==> config.mk <==
export PLATFORM = sky130hd
export DESIGN_NAME = mod12_load_sched
export DESIGN_NICKNAME = d
export VERILOG_FILES = /design/src/rtl/mod12_load_sched.sv
export SDC_FILE = /design/constraint.sdc
export NUM_CORES = 1
export LEC_CHECK = 0
export BUFFER_PORTS_ARGS = -buffer_cell sky130_fd_sc_hd__buf_2
export CAP_MARGIN = 20
export CORE_UTILIZATION = 40
export DETAILED_ROUTE_END_ITERATION = 6
export MAX_ROUTING_LAYER = met4
export PLACE_DENSITY = 0.72
export REMOVE_ABC_BUFFERS = 1
export SYNTH_ARGS = -nofsm -noshare
export SYNTH_HDL_FRONTEND = slang
export SYNTH_SLANG_ARGS = --single-unit
==> constraint.sdc <==
create_clock -name clk -period 4.7 [get_ports clk]
set_clock_uncertainty 0.05 [all_clocks]
set_input_delay 0.47 -clock clk [delete_from_list [all_inputs] [get_ports clk]]
set_output_delay 0.47 -clock clk [all_outputs]
set_load 0.03 [all_outputs]
==> src/rtl/mod12_load_sched.sv <==
// Round-robin scheduler sharing one loadable mod-MODV up-counter.
// Drives the counter's rst/load/din pins and watches its count for terminal.
module mod12_load_sched #(
  parameter int NREQ = 4,
  parameter int W    = 4,
  parameter int MODV = 12
) (
  input  logic                     clk,
  input  logic                     rst,
  input  logic [NREQ-1:0]          req,
  input  logic [NREQ*W-1:0]        req_din,
  input  logic                     abort,
  input  logic [W-1:0]             cnt_q,
  output logic                     cnt_rst,
  output logic                     cnt_load,
  output logic [W-1:0]             cnt_din,
  output logic [NREQ-1:0]          gnt,
  output logic [$clog2(NREQ)-1:0]  owner,
  output logic                     busy,
  output logic                     done,
  output logic                     err_range
);

  localparam int OW = $clog2(NREQ);

  typedef enum logic [1:0] {
    S_IDLE,
    S_LOAD,
    S_RUN
  } state_t;

  state_t         state_q, state_d;
  logic [OW-1:0]  ptr_q, ptr_d;
  logic [OW-1:0]  owner_q, owner_d;
  logic [NREQ-1:0] gnt_q, gnt_d;
  logic           load_q, load_d;
  logic [W-1:0]   din_q, din_d;
  logic           err_q, err_d;
  logic           done_q, done_d;

  logic           win_found;
  logic [OW-1:0]  win;
  logic [W-1:0]   pre;

  // First requester at or after the pointer, wrapping around.
  always_comb begin
    win_found = 1'b0;
    win       = '0;
    for (int i = 0; i < NREQ; i++) begin
      if (!win_found && req[(int'(ptr_q) + i) % NREQ]) begin
        win_found = 1'b1;
        win       = OW'((int'(ptr_q) + i) % NREQ);
      end
    end
    pre = req_din[int'(win)*W +: W];
  end

  always_comb begin
    state_d = state_q;
    ptr_d   = ptr_q;
    owner_d = owner_q;
    gnt_d   = '0;
    load_d  = 1'b0;
    din_d   = '0;
    err_d   = 1'b0;
    done_d  = 1'b0;
    unique case (state_q)
      S_IDLE: begin
        if (win_found) begin
          state_d = S_LOAD;
          owner_d = win;
          gnt_d   = NREQ'(1) << win;
          load_d  = 1'b1;
          err_d   = (pre >= W'(MODV));
          din_d   = err_d ? pre - W'(MODV) : pre;
        end
      end
      S_LOAD: begin
        state_d = S_RUN;
        ptr_d   = (owner_q == OW'(NREQ-1)) ? '0 : owner_q + OW'(1);
      end
      S_RUN: begin
        if (abort) begin
          state_d = S_IDLE;
        end else if (cnt_q == W'(MODV-1)) begin
          state_d = S_IDLE;
          done_d  = 1'b1;
        end
      end
      default: state_d = S_IDLE;
    endcase
  end

  always_ff @(posedge clk) begin
    if (rst) begin
      state_q <= S_IDLE;
      ptr_q   <= '0;
      owner_q <= '0;
      gnt_q   <= '0;
      load_q  <= 1'b0;
      din_q   <= '0;
      err_q   <= 1'b0;
      done_q  <= 1'b0;
    end else begin
      state_q <= state_d;
      ptr_q   <= ptr_d;
      owner_q <= owner_d;
      gnt_q   <= gnt_d;
      load_q  <= load_d;
      din_q   <= din_d;
      err_q   <= err_d;
      done_q  <= done_d;
    end
  end

  assign cnt_rst   = (state_q == S_IDLE);
  assign busy      = (state_q != S_IDLE);
  assign cnt_load  = load_q;
  assign cnt_din   = din_q;
  assign gnt       = gnt_q;
  assign owner     = owner_q;
  assign done      = done_q;
  assign err_range = err_q;

endmodule

==> results.sh <==
export IMPL_ys_seq_area_share_pct=41.4
export IMPL_start_util_pct=42.3
export IMPL_dp_slack_ns=2.93
export IMPL_clockBufferDepth=2
export IMPL_slew_violations=0
export IMPL_synth_cell_type_count=37
export IMPL_via_count=821
export IMPL_crit_buf_inv=0
export IMPL_ys_warn_count=0
export IMPL_p_seq_share_pct=46.1
export IMPL_post_drt_via_cell_ratio=5.10
export IMPL_ant_nets=0
export IMPL_numPortBuffers=41
export IMPL_final_min_clock_period_ns=1.74
export IMPL_cts_tree="yes"
export IMPL_crit_family="compound AO/OA/AOI/OAI gates"
export IMPL_clk_pin_slew_ns=0.10
export IMPL_internal_power_uw=232
export IMPL_synth_area_um2=822
export IMPL_wl_per_cell_um=11.6
export IMPL_synthAdderAreaFrac_pct=1.52
export IMPL_crit_fanout=7
export IMPL_grt_max_degree=11
export IMPL_crit_chain="mux2i_2 -> o22a_2 -> nand3_2 -> a211o_1 -> a211oi_2"
export IMPL_clk_latency_ns=0.29
export IMPL_p_comb_share_pct=32.1
export IMPL_cts_inserted_buffers=3
export IMPL_die_x_um=47.3
export IMPL_hp_class="primary input to register"
export IMPL_track_usage_pct=19.2
export IMPL_drt_first_iter_violations=9
export IMPL_cts_sinks=17
export IMPL_p_leak_uw=0.000536
export IMPL_relSlewSlack_pct=74.3
export IMPL_core_rowCount=16
export IMPL_p_switching_uw=121
export IMPL_layout_common_cells="buf_2 (41), dfxtp_1 (17), nor2_1 (14), mux2i_1 (7), nand2_1 (5)"
export IMPL_cp_required_ns=4.86
export IMPL_synth_cells=91
export IMPL_worst_pin_slew_ns=0.383
export IMPL_core_mm2=0.00194
export IMPL_io_pins=42
export IMPL_timing_rr_start="ptr_q[1]$_SDFFE_PP0N_"
export IMPL_area_growth_pct=30.4
export IMPL_cap_viol_max_count=0
export IMPL_post_cts_resized=0
export IMPL_grt_setup_unrepaired="no"
export IMPL_synth_xor_area_share_pct=0
export IMPL_grt_ovfl_total=0
export IMPL_criticalPathCategory="register to register"
export IMPL_cp_slowest_cell="dfxtp_1"
export IMPL_final_common_cell="buf_2"
export IMPL_synthSimpleGateAreaFrac_pct=21.3
export IMPL_switching_share_pct=34.4
export IMPL_crit_start="ptr_q[1]$_SDFFE_PP0N_"
export IMPL_synth_seq_cells=17
export IMPL_setup_viol=0
export IMPL_grt_pass1_vias=720
export IMPL_place_gp_congestion=0.866
export IMPL_fmax_ghz=0.575
export IMPL_worst_setup_path_end_kind="register"
export IMPL_post_synth_cell_area_avg_um2=9.03
export IMPL_muxShareOfSynthArea_pct=10.2
export IMPL_holdBufCountCts=0
export IMPL_status="finished clean"
export IMPL_fin_crit_sh_pct=37.0
export IMPL_synth_compound_area_share_pct=21.3
export IMPL_irDropWorstVdd_uv=230
export IMPL_power_density_mw_per_mm2=329
export IMPL_hold_path_startpoint="abort"
export IMPL_arrival_ns=1.90
export IMPL_clockPowerShare_pct=21.8
export IMPL_antennaDiodeCount=0
export IMPL_finalHoldViolCount=0
export IMPL_ys_top_cells_by_area="dfxtp_1 (41%), mux2i_1 (8.5%), nor2_1 (6.4%), a21oi_1 (2.4%), nand2_1 (2.3%)"
export IMPL_synth_top_family_by_area="compound AO/OA/AOI/OAI gates"
export IMPL_htreeDepth=1
export IMPL_drc=0
export IMPL_yosysTopAreaCell="dfxtp_1"
export IMPL_antenna_found_initial=0
export IMPL_wl_mm=1.87
export IMPL_root_buffer="clkbuf_4"
export IMPL_fp_dieH_um=47.3
export IMPL_cts_setup_buffers=0
export IMPL_dp_hpwl_mm=1.48
export IMPL_grt_pass1_wl_mm=2.91
export IMPL_dr_pass1_iters=4
export IMPL_finalWorstSetupSlack_ns=2.96
export IMPL_die_area_mm2=0.00224
export IMPL_synth_top_area_share_pct=41.4
export IMPL_fin_nets=163
export IMPL_start_kind="register"
export IMPL_drive_above_1_share_pct=41.0
export IMPL_slowest_delay_ns=0.47
export IMPL_finalSetupTns_ns=0
-- synthesized netlist by cell type --
cell type,count
a21oi_1,4
o21a_1,1
o22a_1,1
clkbuf_2,1
dfxtp_1,17
buf_6,1
ha_1,1
and3_1,2
or3_4,1
inv_2,1
nand3_2,1
inv_1,4
a31oi_1,1
a211o_1,2
mux2i_2,1
nor4_1,1
and2b_1,1
a211oi_2,1
nand2_1,5
o21ai_0,3
or2_4,1
o21ai_1,1
nand2b_1,1
o22ai_2,1
nor3_1,1
a21oi_2,1
nor2_1,14
nand4b_1,1
a21o_1,1
a2bb2oi_1,1
a211oi_1,1
nand3_1,3
mux2i_1,7
o22ai_1,3
o21ai_2,1
o22a_2,1
nand4_1,2
-- worst reg2reg max path, stage by stage (launching register included) --
cell and delay [ns]:
dfxtp_1 0.47, mux2i_2 0.28, o22a_2 0.24, nand3_2 0.10
a211o_1 0.30, a211oi_2 0.22
-- final timing paths --
check                                             to  slack (ns)  cells after the start
worst min register to register       done$_SDFF_PP0_        0.42                      2
worst min-delay path                 done$_SDFF_PP0_        0.37                      4
worst max register to register  err_range$_SDFF_PP0_        2.96                      5
worst max-delay path            err_range$_SDFF_PP0_        2.96                      5
-- power groups by stage --
stage,Combinational (uW),Sequential (uW),Clock (uW)
6_report,113,163,77.0
5_1_grt,124,165,86.0
4_1_cts,113,163,82.3
3_5_place_dp,113,166,0
3_3_place_gp,112,166,0
2_1_floorplan,60.4,184,0
-- state kept, by name (all words and copies together), names as in the netlist --
signal,count
owner,2
cnt_load,1
ptr_q,2
state_q,2
err_range,1
gnt,4
cnt_din,4
done,1
-- final cells by class --
cell class,count,area (um^2)
fill,205,870
clock inverter,1,5.00
inverter,5,18.8
sequential,17,340
tap,27,33.8
multi-input combinational,67,447
clock buffer,3,22.5
timing repair buffer,41,205
-- through the flow --
stage          hold slack (ns)  util (%)  power, uW  std cells  area, um^2
6_report                 0.371      55.2        353        161        1070
5_1_grt                  0.368      55.2        375        161        1070
4_1_cts                  0.360      55.2        359        161        1070
3_5_place_dp             0.415      53.8        279        157        1040
3_3_place_gp             0.409      53.8        278        157        1040
2_1_floorplan            0.387         -        244         89         806
-- routing by layer --
| metal | part of all wire, % | vias up | wire length [um] | GRT usage, % |
|---|---|---|---|---|
| li1 | - | 418 | - | - |
| met1 | 43 | 368 | 798 | 22.7 |
| met2 | 49 | 31 | 908 | 29.9 |
| met3 | 7.2 | 4 | 135 | 4.62 |
| met4 | 1.2 | 0 | 22 | 9.71 |
| met5 | 0 | - | 0 | - |
-- logic make-up after synthesis --
| family | count (synthesis) |
|---|---|
| AOI/OAI and AO/OA | 24 |
| adders and majority gates | 1 |
| muxes | 8 |
| DFF | 17 |
| buffers and inverters | 7 |
| and+or+nand+nor | 34 |
(Power assumes the default switching activity.)
